**src/rtl/wb_trace_pkg.sv**
```systemverilog
// Shared types and widths for the writeback trace buffer.
// WB_TRACE_TIMESTAMP_EN adds a 16-bit cycle stamp to every trace entry.
package wb_trace_pkg;

    localparam int TS_W   = 16;
    localparam int DROP_W = 16;

    typedef enum logic [1:0] {
        IDLE    = 2'b00,
        CAPTURE = 2'b01,
        FROZEN  = 2'b10
    } state_e;

    function automatic int entry_w(input int pc_w, input int reg_w, input int data_w);
`ifdef WB_TRACE_TIMESTAMP_EN
        return TS_W + pc_w + reg_w + data_w;
`else
        return pc_w + reg_w + data_w;
`endif
    endfunction

endpackage

```
**src/rtl/wb_trace_fifo.sv**
```systemverilog
// First-word-fall-through FIFO; force_drop_head lets the owner discard the
// oldest entry so a push into a full FIFO can overwrite it.
module wb_trace_fifo #(
    parameter int WIDTH = 8,
    parameter int DEPTH = 16,
    localparam int PTR_W = $clog2(DEPTH)
) (
    input  logic             clk,
    input  logic             reset,
    input  logic             clear,
    input  logic             push,
    input  logic [WIDTH-1:0] push_data,
    input  logic             pop,
    input  logic             force_drop_head,
    output logic [WIDTH-1:0] rd_data,
    output logic             rd_valid,
    output logic [PTR_W:0]   count,
    output logic             full
);

    logic [WIDTH-1:0] mem_q [DEPTH];
    logic [PTR_W-1:0] wr_ptr_q, wr_ptr_d;
    logic [PTR_W-1:0] rd_ptr_q, rd_ptr_d;
    logic [PTR_W:0]   count_q, count_d;
    logic             adv;

    always_comb begin
        adv      = pop | force_drop_head;
        wr_ptr_d = wr_ptr_q + PTR_W'(push);
        rd_ptr_d = rd_ptr_q + PTR_W'(adv);
        count_d  = count_q + (PTR_W+1)'(push) - (PTR_W+1)'(adv);
        if (clear) begin
            wr_ptr_d = '0;
            rd_ptr_d = '0;
            count_d  = '0;
        end
    end

    always_ff @(posedge clk) begin
        if (reset) begin
            wr_ptr_q <= '0;
            rd_ptr_q <= '0;
            count_q  <= '0;
        end else begin
            wr_ptr_q <= wr_ptr_d;
            rd_ptr_q <= rd_ptr_d;
            count_q  <= count_d;
        end
    end

    // Storage needs no reset: count gates visibility of every slot.
    always_ff @(posedge clk) begin
        if (push && !clear && !reset)
            mem_q[wr_ptr_q] <= push_data;
    end

    assign rd_data  = mem_q[rd_ptr_q];
    assign rd_valid = (count_q != '0);
    assign count    = count_q;
    assign full     = (count_q == (PTR_W+1)'(DEPTH));

endmodule

```
**src/rtl/wb_trace_buffer.sv**
```systemverilog
// Writeback monitor: trace FIFO of register writes plus a shadow register file.
// Define WB_TRACE_TIMESTAMP_EN to prepend a 16-bit cycle stamp to each entry.
module wb_trace_buffer
    import wb_trace_pkg::*;
#(
    parameter int DATA_W     = 32,
    parameter int REG_ADDR_W = 5,
    parameter int PC_W       = 5,
    parameter int DEPTH      = 16,
    parameter int OVERWRITE  = 0,
    localparam int EW  = entry_w(PC_W, REG_ADDR_W, DATA_W),
    localparam int CNT_W = $clog2(DEPTH) + 1
) (
    input  logic                  clk,
    input  logic                  reset,
    input  logic                  wb_we,
    input  logic [REG_ADDR_W-1:0] wb_reg,
    input  logic [DATA_W-1:0]     wb_data,
    input  logic [PC_W-1:0]       wb_pc,
    input  logic                  arm,
    input  logic                  freeze,
    input  logic                  clear,
    output logic                  rd_valid,
    input  logic                  rd_ready,
    output logic [EW-1:0]         rd_data,
    input  logic [REG_ADDR_W-1:0] shd_addr,
    output logic [DATA_W-1:0]     shd_data,
    output logic [CNT_W-1:0]      count,
    output logic [1:0]            state,
    output logic [DROP_W-1:0]     dropped
);

    localparam int NREGS = 2 ** REG_ADDR_W;

    state_e              state_q, state_d;
    logic [DROP_W-1:0]   dropped_q, dropped_d;
    logic [DATA_W-1:0]   shadow_q [NREGS];
    logic [DATA_W-1:0]   shadow_d [NREGS];
    logic [DATA_W-1:0]   shd_data_q, shd_data_d;
    logic [EW-1:0]       entry;
    logic                wb_event, capture, pop, push, drop_head, reject, full;

`ifdef WB_TRACE_TIMESTAMP_EN
    logic [TS_W-1:0] ts_q, ts_d;
    assign ts_d  = clear ? '0 : ts_q + 1'b1;
    assign entry = {ts_q, wb_pc, wb_reg, wb_data};
    always_ff @(posedge clk) begin
        if (reset) ts_q <= '0;
        else       ts_q <= ts_d;
    end
`else
    assign entry = {wb_pc, wb_reg, wb_data};
`endif

    always_comb begin
        wb_event  = wb_we && (wb_reg != '0);
        capture   = (state_q == CAPTURE) && !clear && wb_event;
        pop       = rd_valid && rd_ready && !clear;
        // A full FIFO accepts a push only if the head leaves the same cycle,
        // either by a consumer pop or, in circular mode, by being dropped.
        push      = capture && (!full || pop || (OVERWRITE != 0));
        drop_head = capture && full && !pop && (OVERWRITE != 0);
        reject    = capture && full && !pop && (OVERWRITE == 0);

        dropped_d = dropped_q;
        if (clear)
            dropped_d = '0;
        else if ((reject || drop_head) && (dropped_q != '1))
            dropped_d = dropped_q + 1'b1;

        state_d = state_q;
        if (clear)
            state_d = IDLE;
        else begin
            case (state_q)
                IDLE:    if (arm && !freeze) state_d = CAPTURE;
                CAPTURE: if (freeze || reject) state_d = FROZEN;
                FROZEN:  if (arm && !freeze) state_d = CAPTURE;
                default: state_d = IDLE;
            endcase
        end

        shadow_d = shadow_q;
        if (wb_event)
            shadow_d[wb_reg] = wb_data;
        shd_data_d = shadow_q[shd_addr];
    end

    always_ff @(posedge clk) begin
        if (reset) begin
            state_q    <= IDLE;
            dropped_q  <= '0;
            shd_data_q <= '0;
            for (int i = 0; i < NREGS; i++)
                shadow_q[i] <= '0;
        end else begin
            state_q    <= state_d;
            dropped_q  <= dropped_d;
            shd_data_q <= shd_data_d;
            shadow_q   <= shadow_d;
        end
    end

    wb_trace_fifo #(
        .WIDTH (EW),
        .DEPTH (DEPTH)
    ) u_fifo (
        .clk             (clk),
        .reset           (reset),
        .clear           (clear),
        .push            (push),
        .push_data       (entry),
        .pop             (pop),
        .force_drop_head (drop_head),
        .rd_data         (rd_data),
        .rd_valid        (rd_valid),
        .count           (count),
        .full            (full)
    );

    assign state    = state_q;
    assign dropped  = dropped_q;
    assign shd_data = shd_data_q;

endmodule

```
**config.mk**
```make
export PLATFORM = sky130hd
export DESIGN_NAME = wb_trace_buffer
export DESIGN_NICKNAME = d
export VERILOG_FILES = /design/src/rtl/wb_trace_pkg.sv /design/src/rtl/wb_trace_fifo.sv /design/src/rtl/wb_trace_buffer.sv
export SDC_FILE = /design/constraint.sdc
export NUM_CORES = 2
export LEC_CHECK = 0
export CAP_MARGIN = 20
export CORE_ASPECT_RATIO = 2
export CORE_MARGIN = 2
export CORE_UTILIZATION = 56
export DETAILED_ROUTE_END_ITERATION = 10
export PLACE_DENSITY = 0.79
export RECOVER_POWER = 50
export SETUP_SLACK_MARGIN = 0.4
export SYNTH_ARGS = -nofsm -noshare
export SYNTH_HDL_FRONTEND = slang
export SYNTH_SLANG_ARGS = --single-unit
```
**constraint.sdc**
```tcl
create_clock -name clk -period 4.9 [get_ports clk]
set_input_delay 0.49 -clock clk [delete_from_list [all_inputs] [get_ports clk]]
set_output_delay 0.49 -clock clk [all_outputs]
set_load 0.02 [all_outputs]
```
==> impl_metrics.yaml <==
run_status:
  status: "complete, but fails checks"
  violations: "max-capacitance violations, max-slew violations"
placement:
  dp_hpwl_microns: 117000
  placed_cell_area_sq_um: 73600
  gp_congestion: 0.845
  place.port_buffers: 151
cts:
  clk_latency_ns: 0.79
  cts_hold_buf: 0
  clock_sinks: 1759
  cts_buffers: 146
  htreeDepth: 4
  postCtsSetupBuffers: 0
  clockBufferDepth: 3
  cts_tree: "built"
  cts.repair.resized: 0
  cts.clk_slew.worst_paths_ns: 0.07
  cts_root_buf: "clkbuf_16"
cells_and_area:
  nets: 6235
  drive_above_1_share_pct: 13.7
  fillerInstances: 9244
  syn2layout_area_growth_pct: 10.1
  final_area_sq_um: 78100
timing:
  rsz0062_at_grt: "false"
  tns_ns: 0
  setup_viol: 0
  clock_skew_ns: 0.0272
  period_share_pct: 92.9
  max_freq_mhz: 220
  tightest_slew_ns: 2.77
  drv_slew: 2852
  slew_headroom_pct: -84.9
  min_period_ns: 4.55
  hold_viol: 0
synth:
  avgSynthCellArea_sq_um: 11.3
  ys_types: 53
  synth_compound_area_share_pct: 8.47
  synth_xor_area_share_pct: 0.111
  synth_fa_ha_area_share_pct: 0.222
  synth_mux_area_share_pct: 16.2
  synth_most_common_cell: "nand2_1"
  synthFlopType: "dfxtp_1"
  ys.warnings.count: 0
  synth_seq_cells: 1759
  synthTopCellsByCount: "2029 x nand2_1, 1087 x dfxtp_1, 1039 x a21oi_1"
  yosys.area.top_type: "dfxtp_1"
  synthArstFlopShare_pct: 0
  yosys.area.top_type_share_pct: 30.7
  synth-simple-area-share_pct: 12.3
  synth_top_family_by_area: "multiplexers"
  synthCells: 6278
  ys_seq_area_share_pct: 59.1
  synth_edf_count: 672
  synth.area.top_cells: "dfxtp_1 31%, edfxtp_1 28%, mux4_2 15%"
  syn-num-nets: 6344
  synth.cell_area_sq_um: 71000
detailed_routing:
  viasPerCell: 6.36
  first_iter_violations: 5639
  wl_per_cell_microns: 25.6
  antenna_left: 0
  via_count: 50600
  firstDrtPassIters: 6
  routed_wl_microns: 204000
  drc: 0
power:
  power_density_nw_per_um2: 362
  ir_worst_vdd_mv: 0.274
  leakage_nw: 24.3
worst_setup_path:
  start_kind: "input pin"
  criticalPathCategory: "input pin to register"
  path_cells: "dlygate4sd3_1, clkbuf_1, nand2_1, nor2_2, clkbuf_1, nand2_1, a21oi_1"
  worstPathArrival_ns: 5.21
  max_stage_delay_ns: 1.96
  cp_max_fo: 32
  cp_slowest_cell: "clkbuf_1"
  cp-end-kind: "register"
  cp.required_ns: 5.55
global_route:
  grt_use_total_pct: 31.1
  antenna_found_initial: 4
  grt_pass1_wl_microns: 306000
  grt_pass1_vias: 50800
  grt_max_degree: 232
  gr-total-overflow: 0
hold_path:
  hold_path_class: "input pin to register"
floorplan:
  row_count: 184
  ioPinCount: 152
  core_area_sq_um: 126000
  die_w_microns: 256
  initial_core_util_pct: 56.5
  design.die.area_sq_um: 130000
  fp.dieH_microns: 507
run:
  drv_cap: 59
worst paths after layout:
path / from / endpoint / slack, ns / depth (start not counted)
setup / recovery: wb_reg[2] / shadow_q[842] / 0.35 / 7
hold / removal: freeze / state[0] / 0.41 / 2
setup reg to reg: u_fifo.count[2] / u_fifo.mem_q[12][38] / 1.43 / 8
hold reg to reg: shadow_q[679] / shadow_q[679] / 0.45 / 2
state kept, by name (all words and copies together) (netlist names):
signal           count
dropped             16
shadow_q          1024
shd_data            32
state                2
u_fifo.count         5
u_fifo.mem_q       672
u_fifo.rd_ptr_q      4
u_fifo.wr_ptr_q      4
worst max-delay path, delay by kind of cell:
family / cells / cell delay (ns)
and+or+nand+nor: 3 / 0.79
buffers and inverters: 3 / 3.64
AOI/OAI and AO/OA: 1 / 0.23
layout by cell type, fill, tap and decap left out, types with 8 or more instances in the layout:
cell / synthesis / layout
nand3_1: 16 / 16
a221o_1: 32 / 32
clkbuf_8: 0 / 23
dfxtp_1: 1087 / 1083
mux4_2: 466 / 466
buf_4: 21 / 75
inv_1: 10 / 10
clkdlybuf4s50_1: 0 / 103
or3_1: 11 / 11
a221oi_1: 22 / 22
a21oi_1: 1039 / 1039
nand2_1: 2029 / 2028
clkinv_1: 0 / 8
ha_1: 11 / 11
buf_12: 0 / 20
edfxtp_1: 672 / 672
a221oi_2: 10 / 10
nor2b_1: 34 / 33
dlygate4sd3_1: 0 / 31
clkbuf_16: 0 / 153
mux2i_1: 98 / 98
clkinv_2: 0 / 24
nor2_4: 0 / 13
clkbuf_1: 390 / 92
nor2_2: 0 / 25
nor2_1: 97 / 59
per-stage QoR:
| stage | setup WS (ns) | utilization, % | std cells | hold slack, ns | total power [W] |
|---|---|---|---|---|---|
| 2_1_floorplan | 0.880 | - | 6278 | 0.433 | 0.0164 |
| 3_3_place_gp | 1.06 | 58.6 | 7695 | 0.438 | 0.0168 |
| 3_5_place_dp | 1.07 | 58.6 | 7695 | 0.443 | 0.0168 |
| 4_1_cts | 0.631 | 62.3 | 7958 | 0.234 | 0.0284 |
| 5_1_grt | 0.351 | 62.1 | 7960 | 0.399 | 0.0290 |
| 6_report | 0.346 | 62.1 | 7961 | 0.407 | 0.0283 |
logic make-up after synthesis:
kind of cell / after synthesis
XOR/XNOR: 9
AND/OR/NAND/NOR: 2244
flip-flops: 1759
adder cells (fa/ha/maj): 12
multiplexers: 564
AO/OA/AOI/OAI: 1124
buffers and inverters: 566
metal layers:
layer	wire (microns)	share of wire [%]	track usage, %	vias up
met1	66200	32	34.3	24700
met2	106000	52	55.7	3148
met4	14600	7.1	20.3	4
li1	-	-	-	21800
met5	27	0.013	0	-
met3	17000	8.4	4.90	941
power by group:
group          internal (W)  switching (W)  leakage, nW
logic              0.000382       0.000876         7.13
clock network       0.00642        0.00535         2.33
registers            0.0152      0.0000439         14.8
total                0.0220        0.00627         24.3
cell type report:
class	instances	area (sq um)	area share (%)
sequential	1759	42000	53.7
multi-input combinational	3953	26700	34.1
clock buffer	211	4270	5.46
timing repair buffer	299	2620	3.35
tap	1674	2090	2.68
clock inverter	52	465	0.596
inverter	10	37.5	0.0481
antenna	3	7.51	0.00961
(Power assumes the default switching activity.)
